===== src/rtl/pwm_pkg.sv =====
// Shared definitions for the PWM generator/capture pair: default width and
// capture FSM state encoding.
package pwm_pkg;

  localparam int PWM_WIDTH       = 10;
  localparam int PWM_SYNC_STAGES = 2;

  typedef enum logic [1:0] {
    IDLE    = 2'd0,
    ARMED   = 2'd1,
    MEASURE = 2'd2,
    STALLED = 2'd3
  } pwm_state_t;

endpackage


===== src/rtl/pwm_capture_if.sv =====
// Result bus of pwm_capture: one period/high-time measurement per PWM cycle.
// o_valid is a one-cycle strobe with no ready: the consumer cannot stall and
// must take o_period/o_high (and o_timeout) in the cycle o_valid is high.
interface pwm_capture_if
  import pwm_pkg::*;
#(
  parameter int WIDTH = PWM_WIDTH
);

  logic [WIDTH-1:0] o_period;
  logic [WIDTH-1:0] o_high;
  logic             o_valid;
  logic             o_timeout;
  logic             o_cycle_start;

  modport master (
    output o_period,
    output o_high,
    output o_valid,
    output o_timeout,
    output o_cycle_start
  );

  modport slave (
    input o_period,
    input o_high,
    input o_valid,
    input o_timeout,
    input o_cycle_start
  );

endinterface


===== src/rtl/input_sync.sv =====
// Multi-flop synchronizer for an asynchronous PWM pin, plus a one-cycle delayed
// copy used to detect rising edges of the synchronized level.
module input_sync #(
  parameter int STAGES = 2
) (
  input  logic i_clk,
  input  logic i_pwm,
  output logic o_s,
  output logic o_rise
);

  logic [STAGES-1:0] sync_q;
  logic              s_prev;

  // Left unreset so a reset while the pin is high cannot fabricate a rising edge.
  always_ff @(posedge i_clk) begin
    sync_q <= {sync_q[STAGES-2:0], i_pwm};
    s_prev <= sync_q[STAGES-1];
  end

  assign o_s    = sync_q[STAGES-1];
  assign o_rise = o_s & ~s_prev;

endmodule


===== src/rtl/pwm_capture.sv =====
// Measures period and high time of an incoming PWM signal in clock cycles,
// reporting one result per PWM cycle and flagging a stuck input.
module pwm_capture
  import pwm_pkg::*;
#(
  parameter int WIDTH       = PWM_WIDTH,
  parameter int SYNC_STAGES = PWM_SYNC_STAGES
) (
  input  logic          i_clk,
  input  logic          i_rst_n,
  input  logic          i_pwm,
  pwm_capture_if.master res,
  output pwm_state_t    o_state
);

  localparam logic [WIDTH-1:0] MAX = '1;

  logic             s;
  logic             rise;
  logic             timeout_hit;
  pwm_state_t       state;
  logic [WIDTH-1:0] p_cnt;
  logic [WIDTH-1:0] h_cnt;

  input_sync #(
    .STAGES (SYNC_STAGES)
  ) u_input_sync (
    .i_clk  (i_clk),
    .i_pwm  (i_pwm),
    .o_s    (s),
    .o_rise (rise)
  );

  // A rise in the same cycle as saturation is a valid edge, not a timeout.
  assign timeout_hit = (state != STALLED) && (p_cnt == MAX) && !rise;

  always_ff @(posedge i_clk) begin
    if (!i_rst_n) begin
      state             <= IDLE;
      p_cnt             <= '0;
      h_cnt             <= '0;
      res.o_period      <= '0;
      res.o_high        <= '0;
      res.o_valid       <= 1'b0;
      res.o_timeout     <= 1'b0;
      res.o_cycle_start <= 1'b0;
    end else begin
      res.o_valid       <= 1'b0;
      res.o_cycle_start <= rise;

      if (rise) begin
        p_cnt <= WIDTH'(1);
        h_cnt <= WIDTH'(1);
      end else begin
        if (p_cnt != MAX) p_cnt <= p_cnt + 1'b1;
        if (s && (h_cnt != MAX)) h_cnt <= h_cnt + 1'b1;
      end

      if (timeout_hit) begin
        state         <= STALLED;
        res.o_period  <= MAX;
        res.o_high    <= s ? MAX : '0;
        res.o_valid   <= 1'b1;
        res.o_timeout <= 1'b1;
      end else begin
        case (state)
          // Wait out any high phase already in progress at reset.
          IDLE: begin
            if (!s) begin
              state <= ARMED;
              p_cnt <= '0;
              h_cnt <= '0;
            end
          end
          ARMED: begin
            if (rise) state <= MEASURE;
          end
          MEASURE: begin
            if (rise) begin
              res.o_period <= p_cnt;
              res.o_high   <= h_cnt;
              res.o_valid  <= 1'b1;
            end
          end
          STALLED: begin
            if (rise) begin
              state         <= MEASURE;
              res.o_timeout <= 1'b0;
            end
          end
          default: state <= IDLE;
        endcase
      end
    end
  end

  assign o_state = state;

endmodule


===== src/flat_wrapper.sv =====
// flat-port wrapper written by rule: the top's interface ports become plain ports
module pwm_capture_flat import pwm_pkg::*;
#(
  parameter int WIDTH       = PWM_WIDTH,
  parameter int SYNC_STAGES = PWM_SYNC_STAGES
)
  (i_clk, i_rst_n, i_pwm, o_state, res_o_period, res_o_high, res_o_valid, res_o_timeout, res_o_cycle_start);
  pwm_capture_if #(.WIDTH(WIDTH)) res_i ();
  input  logic i_clk;
  input  logic i_rst_n;
  input  logic i_pwm;
  output pwm_state_t o_state;
  output wire logic [$bits(res_i.o_period)-1:0] res_o_period;
  output wire logic [$bits(res_i.o_high)-1:0] res_o_high;
  output wire logic [$bits(res_i.o_valid)-1:0] res_o_valid;
  output wire logic [$bits(res_i.o_timeout)-1:0] res_o_timeout;
  output wire logic [$bits(res_i.o_cycle_start)-1:0] res_o_cycle_start;
  assign res_o_period = res_i.o_period;
  assign res_o_high = res_i.o_high;
  assign res_o_valid = res_i.o_valid;
  assign res_o_timeout = res_i.o_timeout;
  assign res_o_cycle_start = res_i.o_cycle_start;
  pwm_capture #(.WIDTH(WIDTH), .SYNC_STAGES(SYNC_STAGES)) u_core (.i_clk(i_clk), .i_rst_n(i_rst_n), .i_pwm(i_pwm), .res(res_i), .o_state(o_state));
endmodule

===== config.mk =====
export PLATFORM = sky130hd
export DESIGN_NAME = pwm_capture_flat
export DESIGN_NICKNAME = d
export VERILOG_FILES = /design/src/rtl/pwm_pkg.sv /design/src/rtl/pwm_capture_if.sv /design/src/rtl/input_sync.sv /design/src/rtl/pwm_capture.sv /design/src/flat_wrapper.sv
export SDC_FILE = /design/constraint.sdc
export NUM_CORES = 1
export LEC_CHECK = 0
export ABC_CLOCK_PERIOD_IN_PS = 4600
export CORE_MARGIN = 2
export CORE_UTILIZATION = 30
export DETAILED_ROUTE_END_ITERATION = 16
export GPL_ROUTABILITY_DRIVEN = 0
export GPL_TIMING_DRIVEN = 0
export PLACE_DENSITY_LB_ADDON = 0.08
export SYNTH_ARGS = -nofsm -noshare
export SYNTH_HDL_FRONTEND = slang
export SYNTH_SLANG_ARGS = --single-unit

===== constraint.sdc =====
create_clock -name i_clk -period 4.6 [get_ports i_clk]
set_input_delay 0.46 -clock i_clk [delete_from_list [all_inputs] [get_ports i_clk]]
set_output_delay 0.46 -clock i_clk [all_outputs]
set_load 0.005 [all_outputs]

Word level (Yosys, flattened, before mapping)
Index checks and enable logic that the tools add are counted.
{"block": "word_totals", "ff_bits": 48, "latchBits": 0, "mem_bits_rw": 0, "romBits": 0, "word_cells": 63, "n_memories": 0}
{"block": "classes", "addsub": 2, "multipliers": 0, "div": 0, "order_cmp": 0, "eq_ne": 9, "shift": 0, "muxes": 27, "n_bitwise": 2, "reduce_logical": 13}
{"cell": "$mux W10", "n": 17}
{"cell": "$add A10 B1 Y10 const B", "n": 2}
{"cell": "$ne A10 B10 Y1 const B", "n": 2}
{"cell": "$eq A10 B10 Y1 const B", "n": 1}
{"cell": "$mux W1", "n": 6}
{"cell": "$mux W2", "n": 3}
{"cell": "$reduce_bool A2 Y1", "n": 3}
{"cell": "$eq A2 B2 Y1 const B", "n": 2}
{"cell": "$pmux W2 S2", "n": 1}
{"cell": "$reduce_and A2 Y1", "n": 2}
{"cell": "$logic_and A1 B1 Y1", "n": 3}
{"cell": "$ne A3 B1 Y1 const B", "n": 1}
{"cell": "$ne A3 B2 Y1 const B", "n": 1}
{"cell": "$reduce_and A3 Y1", "n": 1}
{"cell": "$reduce_bool A3 Y1", "n": 1}
{"cell": "$eq A2 B1 Y1 const B", "n": 1}
{"cell": "$logic_not A2 Y1", "n": 1}
{"cell": "$ne A2 B2 Y1 const B", "n": 1}
{"cell": "$reduce_or A2 Y1", "n": 1}
{"cell": "$and A1 B1 Y1", "n": 1}
{"cell": "$logic_not A1 Y1", "n": 1}
{"cell": "$not A1 Y1", "n": 1}

Logic depth before layout (Yosys ltp)
{"block": "depth", "word_depth": 7, "depth_mapped": 7, "ltp_nobuf": 5}

By module
Synthesis repeated with hierarchy kept, for this count alone.
{"block": "hier_totals", "hier_cells": 207, "area_unflattened_um2": 2025.7}
{"mod": "pwm_capture", "n_inst": 1, "cells_each": 203, "area_per_inst_um2": 1951.9}
{"mod": "input_sync", "n_inst": 1, "cells_each": 4, "area_per_inst_um2": 73.8}

Least setup slack after synthesis
OpenSTA, ideal clock, no wires.
{"block": "synth_path", "path_kind": "reg-to-reg", "start": "register u_core.p_cnt[0]", "end": "register u_core.res.o_high[0]", "setup_ns": 0.136, "arrival_time_ns": 1.601, "t_required_ns": 4.464, "slack_ns": 2.863, "path_stages_with_launch": 7, "period_less_slack_ns": 1.737, "path_cell_list": "dfxtp_1 > ha_1 > nand3_2 > or3_1 > buf_6 > o31ai_4 > a21oi_1"}
{"block": "synth_via", "elab_chain_len": 5}
{"element": "from (decl)", "line_no": "pwm_capture.sv:22", "rtl": "logic [WIDTH-1:0] p_cnt;"}
{"element": "from (signal assigned)", "line_no": "pwm_capture.sv:55", "rtl": "if (p_cnt != MAX) p_cnt <= p_cnt + 1'b1;"}
{"element": "$eq A10 B10 Y1 *", "line_no": "pwm_capture.sv:35", "rtl": "assign timeout_hit = (state != STALLED) && (p_cnt == MAX) && !rise;"}
{"element": "$logic_and A1 B1 Y1 * (2 in series)", "line_no": "pwm_capture.sv:35"}
{"element": "$reduce_bool A2 Y1 (no source line)"}
{"element": "$reduce_and A2 Y1 (no source line)"}
{"element": "to (signal assigned)", "line_no": "pwm_capture.sv:62", "rtl": "res.o_high <= s ? MAX : '0;"}
{"element": "to (signal assigned)", "line_no": "pwm_capture.sv:81", "rtl": "res.o_high <= h_cnt;"}
{"element": "to (decl)", "line_no": "pwm_capture_if.sv:18", "rtl": "output o_high,"}
Every way passes the cells marked *; elsewhere a longest branch is shown, timed or not.
A chain may end at the register's enable or synchronous reset.

Final worst setup path
{"block": "layout_path", "start": "register u_core.p_cnt[0]", "end": "register u_core.res.o_high[4]"}
Same word-level chain as after synthesis.

==> results.json <==
{
  "htree_levels": 2,
  "critPathMaxStageDelay_ns": 0.51,
  "ys.flop_type": "dfxtp_1",
  "drt_iter0_markers": 78,
  "period_share": 0.4378,
  "critPathKind": "reg -> reg",
  "arrival_ns": 2.24,
  "fin_nets": 248,
  "clkPwrFrac": 0.393,
  "critPathTopFamily": "simple AND/OR/NAND/NOR gates",
  "syn2layout_area_growth_pct": 22.99,
  "hpwlAfterDp_um": 3167,
  "power.leakage_uw": 0.0008280,
  "grt_max_degree": 15,
  "drtAntennaViolNets": 0,
  "cp_max_fo": 10,
  "dpl.cell_count": 316,
  "nFillCells": 699,
  "fin_area_um2": 2504,
  "synth_top_area_share": 0.4720,
  "cp.required_ns": 4.83,
  "antenna_cells": 0,
  "avgViaCountPerCell": 4.855,
  "grt_pass1_vias": 1510,
  "p_seq_frac": 0.563,
  "synth_edf_count": 0,
  "syn_inst": 210,
  "critPathCaptureType": "register",
  "ir_drop_mv": 0.1533,
  "power.total_uw": 757.7,
  "die_area_um2": 7461,
  "crit_path_cell_trace": "ha_1 -> nand3_2 -> nor3_2 -> nand3_1 -> clkbuf_1 -> a21oi_1",
  "ys_seq_elements": 48,
  "clockBufferDepth": 2,
  "numCtsBuffers": 5,
  "coreArea_um2": 6681,
  "min_period_ns": 2.014,
  "synthDistinctLibCells": 39,
  "hold_path.class": "reg -> reg",
  "drive_above_1_share": 0.09426,
  "grt_pass1_wl_um": 7569,
  "pwr-share-comb": 0.044,
  "vias": 1573,
  "avgRoutedWirePerCell_um": 14.04,
  "cts-root-buf": "clkbuf_8",
  "die_x_um": 86.38,
  "cp_num_buf_inv": 1,
  "clk_latency_ns": 0.29,
  "setup.worst_path.start_class": "register",
  "path_clk_slew_ns": 0.09,
  "yosysWarnings": 0,
  "cts_resized": 0,
  "final_util": 0.3747,
  "drc": 0,
  "final.setup.tns_ns": 0,
  "synth.avg_cell_area_um2": 9.694,
  "seq_area_frac_synth": 0.4720,
  "ys_async_sr_fraction": 0,
  "relSlewSlack": 0.6075,
  "swShare": 0.2124,
  "cellPowerDensity_nw_per_um2": 302.7,
  "grt-ovfl-total": 0,
  "netlist_area_um2": 2036,
  "postCtsSetupBuffers": 0,
  "num_rows": 30,
  "ctsHoldBuffers": 0,
  "setup_violations": 0,
  "worst_clock_skew_ns": 0.01124,
  "totalWireLength_um": 4550,
  "io_pins": 28,
  "finalNonFillerCells": 324,
  "status": "completed",
  "first_pass_iters": 4,
  "worst_pin_slew_ns": 0.5856,
  "antenna_found_initial": 0,
  "yosysTopAreaCell": "dfxtp_1",
  "finalMaxSlewViolations": 0,
  "die_y_um": 86.38,
  "rsz0062_at_grt": "no",
  "hold_violations": 0,
  "port_buffers": 26,
  "max_clock_freq_mhz": 496.6,
  "placed_cell_area_um2": 2396,
  "cts_tree": "done",
  "switchingPower_uw": 160.9,
  "cp_slowest_cell": "nor3_2",
  "cts_sinks": 48,
  "p_int_uw": 596.8,
  "maxCapViolations": 0,
  "syn_nets": 215,
  "synth.area.top_cells": "dfxtp_1 47%, mux2i_1 12%, a21oi_1 4.2%",
  "start_util": 0.3047,
  "grt_usage": 0.1274
}
## layout make-up
class	count	area, µm²	share of cell area
multi-input cells	151	1005	0.4013
inverters	1	3.754	0.001499
well taps	80	100.1	0.03998
plain buffers	10	66.31	0.02649
repair buffers	26	260.3	0.1039
clock buffers	6	72.57	0.02899
flip-flops and latches	48	960.9	0.3838
clock inverters	2	35.03	0.01399
## metrics by stage
| stage | worst slack [ns] | hold slack (ns) |
|---|---|---|
| 2_1_floorplan | 2.863 | 0.3096 |
| 3_3_place_gp | 2.550 | 0.3106 |
| 3_5_place_dp | 2.531 | 0.3121 |
| 4_1_cts | 2.510 | 0.3342 |
| 5_1_grt | 2.387 | 0.3419 |
| 6_report | 2.586 | 0.3326 |
## final timing paths
kind,startpoint,to,slack (ns),cells past startpoint
worst min-delay path,u_core.u_input_sync.sync_q[0]$_DFF_P_,u_core.u_input_sync.sync_q[1]$_DFF_P_,0.33,0
worst max register to register,u_core.p_cnt[0]$_SDFF_PN0_,u_core.res.o_high[4]$_SDFFE_PN0P_,2.59,6
worst max-delay path,u_core.p_cnt[0]$_SDFF_PN0_,u_core.res.o_high[4]$_SDFFE_PN0P_,2.59,6
worst min register to register,u_core.u_input_sync.sync_q[0]$_DFF_P_,u_core.u_input_sync.sync_q[1]$_DFF_P_,0.33,0
## layer usage
layer	vias up	global-route usage	wire length, µm
met2	31	0.1930	2003
met1	723	0.1820	2341
met5	-	0	0
met3	2	0.02952	180
met4	0	0.03409	24
li1	817	-	-
## placed cells by master, fill, tap and decap left out, drive strengths merged, types with 6 or more instances in the layout
master | synthesis | final
dfxtp | 48 | 48
nand3 | 9 | 9
clkdlybuf4s50 | 0 | 26
buf | 6 | 6
nor3 | 12 | 12
a21oi | 17 | 17
clkbuf | 4 | 10
nor2 | 20 | 20
nand2 | 14 | 14
mux2i | 24 | 24
a21boi | 11 | 11
## flip-flops by register name, summed over array words and instances (netlist names)
name,flops
u_core.u_input_sync.s_prev,1
u_core.res.o_cycle_start,1
u_core.res.o_timeout,1
u_core.res.o_high,10
u_core.o_state,2
u_core.h_cnt,10
u_core.u_input_sync.sync_q,2
u_core.res.o_valid,1
u_core.p_cnt,10
u_core.res.o_period,10
## worst reg2reg max path, stage by stage (launching register included)
cell,delay [ns]
dfxtp_1,0.43
ha_1,0.26
nand3_2,0.11
nor3_2,0.51
nand3_1,0.16
clkbuf_1,0.28
a21oi_1,0.20
## cells in the mapped netlist (all sizes together), types with 2 or more instances
| library cell | instances |
|---|---|
| and3 | 5 |
| a21boi | 11 |
| buf | 6 |
| ha | 2 |
| mux2i | 24 |
| a21oi | 17 |
| o21ai | 5 |
| nor2b | 4 |
| nor3b | 2 |
| xnor2 | 2 |
| nor3 | 12 |
| dfxtp | 48 |
| clkbuf | 4 |
| nor2 | 20 |
| nand3 | 9 |
| or3 | 3 |
| nand2 | 14 |
| nand4 | 5 |
| o31ai | 2 |
| a211oi | 5 |
| a31oi | 2 |
## power by group through the flow
stage | Combinational (µW) | Sequential, µW | Clock (µW)
final | 33.5 | 426 | 298
after global routing | 37.7 | 428 | 326
after CTS | 34.5 | 427 | 312
after detailed placement | 34.3 | 436 | 0
after global placement | 34.5 | 436 | 0
after floorplan | 23.3 | 435 | 0
## cells by family after synthesis
kind of cell,count (synthesis),synth area share
xor gates and xnor gates,3,0.01291
adders and majority gates,2,0.01229
AOI/OAI and AO/OA,44,0.1512
DFF,48,0.4720
muxes,24,0.1180
buffers and inverters,11,0.03442
and+or+nand+nor,78,0.1991
(Power assumes the default switching activity.)
==> RTL change 1 (same settings) <==
The package constant `PWM_WIDTH` goes from 10 to 20.
--- a/src/rtl/pwm_pkg.sv
+++ b/src/rtl/pwm_pkg.sv
@@ -2,7 +2,7 @@
 // capture FSM state encoding.
 package pwm_pkg;
 
-  localparam int PWM_WIDTH       = 10;
+  localparam int PWM_WIDTH       = 20;
   localparam int PWM_SYNC_STAGES = 2;
 
   typedef enum logic [1:0] {
Interface: changed (resized res_o_high and res_o_period); port bits go from 28 to 48. The function was not compared with the original's and may differ.
==> RTL change 1 against the unedited design <==
Setup slack got worse by 230 ps. Sequential cell count up 40. Area after synthesis grew 89%. Largest cell class unchanged. Routed wire length up 120%. Cell area rose by 93%. Total power up 110%. Clock power rose to 2.5 times the old value. Count of clock-buffer cells in the layout up 7.
==> RTL change 1: results (changes against the unedited design) <==
| Metric | Value |
|---|---|
| Status | finished clean (unchanged) |
| Most frequent cells after synthesis | 88 x dfxtp_1, 42 x mux2i_1, 37 x a21oi_1, 36 x nor2_1, 23 x nand2_1 (was 48 x dfxtp_1, 24 x mux2i_1, 20 x nor2_1, 17 x a21oi_1, 14 x nand2_1) |
| Clock insertion delay at the later pin of the skew report | 340 ps (was 290 ps) |
| DP Cell Count | 631 (was 316) |
| IR Drop Worst-Case VDD | 0.162 mV (was 0.153 mV) |
| Maximum number of pins on one net before global-route repair | 14 (was 15) |
| Met3 Use GR | 3.35% (was 2.95%) |
| Met2 Track Usage GR | 27.0% (was 19.3%) |
| Clock root buffer | clkbuf_16 (was clkbuf_8) |
| Post-Place Worst Slack | 2350 ps (was 2530 ps) |
| Layout cell share with drive strength beyond 1 | 7.79% (was 9.43%) |
| Post-Synthesis Net Count | 417 (was 215) |
| DP Area | 0.00453 mm^2 (was 0.00240 mm^2) |
| Worst stage delay on the critical path | 490 ps (was 510 ps) |
| Fin nets | 475 (was 248) |
| Area contributors post-synth | dfxtp_1 46%, mux2i_1 11%, a21oi_1 4.8%, xnor2_1 4.1%, a21boi_1 3.9% (was dfxtp_1 47%, mux2i_1 12%, a21oi_1 4.2%, nor2_1 3.7%, nor3_1 2.7%) |
| Critical-path cell with the highest stage delay | nor4_4 (was nor3_2) |
| Clock-pin slew reported for the worst setup and hold paths after clock tree synthesis | 60 ps (was 90 ps) |
| Leakage power summed over all cells | 1.50 nW (was 0.828 nW) |
| GR met1 Demand/Resource | 18.2% (about the same) |
| Worst-case headroom to the max-slew limit | 61.4% (was 60.7%) |
| Buffers on Ports | 47 (was 26) |
| Iter 0 DRT Violations | 152 (was 78) |
| Unique cell type count in the Yosys netlist | 47 (was 39) |
| GRT Overall Usage | 15.3% (was 12.7%) |
| Per-cell routed wire length | 15.2 um (was 14.0 um) |
| Arrival @ worst endpoint | 2520 ps (was 2240 ps) |
-- RTL change 1: layer usage --
layer  wire, um  vias to the layer above
li1           -                     1608
met1       4240                     1511
met2       5180                       49
met3        257                       11
met4        142                        0
met5          0                        -
-- RTL change 1: kinds of logic (layout without fill, tap and decap cells) --
| logic type | after synthesis | in the layout | synth area share, % |
|---|---|---|---|
| AND/OR/NAND/NOR | 137 | 137 | 18.9 |
| AO/OA/AOI/OAI | 94 | 94 | 15.3 |
| flip-flops | 88 | 88 | 45.9 |
| multiplexers | 42 | 42 | 10.9 |
| buffers and inverters | 28 | 91 | 3.55 |
| XOR/XNOR | 21 | 21 | 4.79 |
| adder cells (fa/ha/maj) | 2 | 2 | 0.651 |
-- RTL change 1: path summary, 6_finish.rpt --
check,cells past startpoint,to,from
worst max-delay path,8,u_core.res.o_high[5],u_core.p_cnt[0]
worst min-delay path,0,u_core.u_input_sync.sync_q[1],u_core.u_input_sync.sync_q[0]
worst max register to register,8,u_core.res.o_high[5],u_core.p_cnt[0]
worst min register to register,0,u_core.u_input_sync.sync_q[1],u_core.u_input_sync.sync_q[0]
-- RTL change 1: cell type report --
type | count | area (um^2)
Sequential cell | 88 | 1760
Multi-Input combinational cell | 296 | 1940
Inverter | 2 | 7.51
Buffer | 26 | 129
Timing Repair Buffer | 47 | 470
Tap cell | 172 | 215
Clock inverter | 3 | 40.0
Clock buffer | 13 | 260
Fill cell | 1316 | 7740
-- RTL change 1: where the power goes --
group          total (mW)  leakage [nW]  internal (mW)  switching [mW]
clock               0.745         0.150          0.449           0.296
sequential          0.775         0.711          0.767         0.00739
combinational      0.0591         0.641         0.0213          0.0379
-- RTL change 1: worst reg2reg max path, stage by stage (launching register included) --
cell and delay [ps]:
dfxtp_1 410, ha_1 300, nand2_1 150, nor4_4 490, and2_1 190, buf_4 160
nand3_1 100, buf_2 220, a21oi_1 150
==> RTL change 2 (same settings) <==
Made on the original files. Add an input register stage for `i_pwm`; this delays it by one clock. The other inputs are not delayed to match.
--- a/src/rtl/pwm_capture.sv
+++ b/src/rtl/pwm_capture.sv
@@ -15,6 +15,12 @@
 
   localparam logic [WIDTH-1:0] MAX = '1;
 
+  logic i_pwm_q;
+
+  always_ff @(posedge i_clk) begin
+    i_pwm_q <= i_pwm;
+  end
+
   logic             s;
   logic             rise;
   logic             timeout_hit;
@@ -26,7 +32,7 @@
     .STAGES (SYNC_STAGES)
   ) u_input_sync (
     .i_clk  (i_clk),
-    .i_pwm  (i_pwm),
+    .i_pwm  (i_pwm_q),
     .o_s    (s),
     .o_rise (rise)
   );
Formal check against the unedited RTL: not equivalent (a bounded check fails within 4 cycles, from zero or initial values and one cycle with i_rst_n low).
==> RTL change 2 against the unedited design <==
Clock power decreased by 15%. First-iteration DRC count decreased by 32%. Core utilization rose by 0.77 points. Hold slack improved by 3.5 ps. Cell area down 2.4%. Setup slack better by 100 ps. Count of clock-buffer cells in the layout unchanged. Sequential cell count increased by 1. Total power decreased by 4.3%. Routed wire length rose by 0.81%. Area after synthesis fell by 1.6%. Critical path type unchanged. Largest cell class is now flip-flops and latches.
==> RTL change 2: results (changes against the unedited design) <==
| Metric | Value |
|---|---|
| Status | finished clean (unchanged) |
| Setup repair bufs after CTS | 0 (unchanged) |
| Diodes inserted | 0 (unchanged) |
| Initial antenna violation count | 0 (unchanged) |
| Vias post-DR | 1687 (was 1573) |
| Half-perimeter wire length after placement | 3130 um (was 3170 um) |
| Fillcell total | 668 (was 699) |
| Maximum number of pins on one net before global-route repair | 15 (unchanged) |
| DP Area | 0.00236 mm^2 (was 0.00240 mm^2) |
| Worst-case headroom to the max-slew limit | 66.1% (was 60.7%) |
| Post-Synthesis Net Count | 232 (was 215) |
| # hold bufs at CTS | 0 (unchanged) |
| Number of instances in the synthesized netlist | 227 (was 210) |
| Unique cell type count in the Yosys netlist | 39 (unchanged) |
| Maximum net fanout on the critical path | 10 (unchanged) |
| Worst stage delay on the critical path | 420 ps (was 510 ps) |
| Clock-pin slew reported for the worst setup and hold paths after clock tree synthesis | 90 ps (about the same) |
| Critical-path cell with the highest stage delay | dfxtp_1 (was nor3_2) |
| Fin nets | 265 (was 248) |
| Drt pass-1 iters | 4 (unchanged) |
| H-tree depth | 2 (unchanged) |
| IR Drop Worst-Case VDD | 0.131 mV (was 0.153 mV) |
| Synth warnings | 0 (unchanged) |
| Number of global-route vias before repair | 1634 (was 1510) |
| GRT Overall Usage | 13.5% (was 12.7%) |
| DP Cell Count | 330 (was 316) |
| Post-CTS sizing | 0 (unchanged) |
| Worst-case clock skew | 5.00 ps (was 11.2 ps) |
| Number of buffers created by CTS | 5 (unchanged) |
| Layout cell share with drive strength beyond 1 | 8.43% (was 9.43%) |
| Type of the most critical hold path | flip-flop to flip-flop (unchanged) |
| Post-Layout Cell Count | 338 (was 324) |
| Clock insertion delay at the later pin of the skew report | 300 ps |
| Maximum clock path buffer count | 2 (unchanged) |
| Buffers on Ports | 26 (unchanged) |
| Share of synthesized area occupied by flip-flops and latches | 49.0% (was 47.2%) |
| Most frequent cells after synthesis | 49 x dfxtp_1, 33 x nand2_1, 24 x nor2_1, 17 x a21oi_1, 15 x a31oi_1 (was 48 x dfxtp_1, 24 x mux2i_1, 20 x nor2_1, 17 x a21oi_1, 14 x nand2_1) |
| Leading register cell type out of synthesis | dfxtp_1 (unchanged) |
| Async set or reset register ratio after synthesis | 0% (unchanged) |
| Drt total wl | 4590 um (was 4550 um) |
| Area contributors post-synth | dfxtp_1 49%, nand2_1 6.2%, a31oi_1 4.7%, nor2_1 4.5%, a21oi_1 4.2% (was dfxtp_1 47%, mux2i_1 12%, a21oi_1 4.2%, nor2_1 3.7%, nor3_1 2.7%) |
| Leakage power summed over all cells | 0.848 nW (was 0.828 nW) |
| Iter 0 DRT Violations | 53 (was 78) |
| Clock root buffer | clkbuf_8 (unchanged) |
| Global-route wire length before repair | 7860 um (was 7570 um) |
RTL change 2: cells by family after synthesis:
family          count (synthesis)  share of synthesized area, %
simple gates                   93                          22.9
compound gates                 56                          17.3
flops                          49                          49.0
buf+inv                        14                          3.56
xor+xnor                        7                          3.06
mux                             6                          3.00
fa+ha+maj                       2                          1.25
RTL change 2: per-layer routing:
| metal | global-route usage [%] | wire [um] | vias to the layer above |
|---|---|---|---|
| met5 | 0 | 0 | - |
| met4 | 4.76 | 59 | 0 |
| met3 | 3.37 | 145 | 6 |
| met2 | 20.0 | 1880 | 27 |
| met1 | 19.1 | 2500 | 777 |
| li1 | - | - | 877 |
RTL change 2: path summary, 6_finish.rpt:
kind                                      start                             to  slack (ps)  cells past startpoint
worst min register to register   u_core.i_pwm_q  u_core.u_input_sync.sync_q[0]         340                      0
worst min-delay path             u_core.i_pwm_q  u_core.u_input_sync.sync_q[0]         340                      0
worst max-delay path            u_core.p_cnt[0]           u_core.res.o_high[8]        2690                      7
worst max register to register  u_core.p_cnt[0]           u_core.res.o_high[8]        2690                      7
RTL change 2: per-stage QoR:
| stage | util (%) | setup WS, ps |
|---|---|---|
| after global placement | 37.0 | 2730 |
| after detailed placement | 37.0 | 2720 |
| after global routing | 38.2 | 2470 |
| final | 38.2 | 2690 |
| after floorplan | - | 3030 |
| after CTS | 38.2 | 2680 |
RTL change 2: worst max-delay path, delay by kind of cell (launching register included):
| kind | cells | cell delay, ps |
|---|---|---|
| compound gates | 1 | 120 |
| fa+ha+maj | 1 | 270 |
| buf+inv | 2 | 410 |
| flops | 1 | 420 |
| simple gates | 3 | 620 |
RTL change 2: where the power goes:
part / leakage [nW] / total, mW / switching (mW) / internal (mW)
logic: 0.406 / 0.0361 / 0.0208 / 0.0153
clock network: 0.0450 / 0.252 / 0.146 / 0.106
registers: 0.397 / 0.437 / 0.00623 / 0.431
total: 0.848 / 0.725 / 0.173 / 0.552
RTL change 2: layout make-up:
cell class,count,area share [%]
timing repair buffer,26,10.7
buffer,12,2.61
tap,77,3.94
multi-input combinational,164,38.9
sequential,49,40.2
clock buffer,6,2.97
clock inverter,2,0.410
inverter,2,0.307
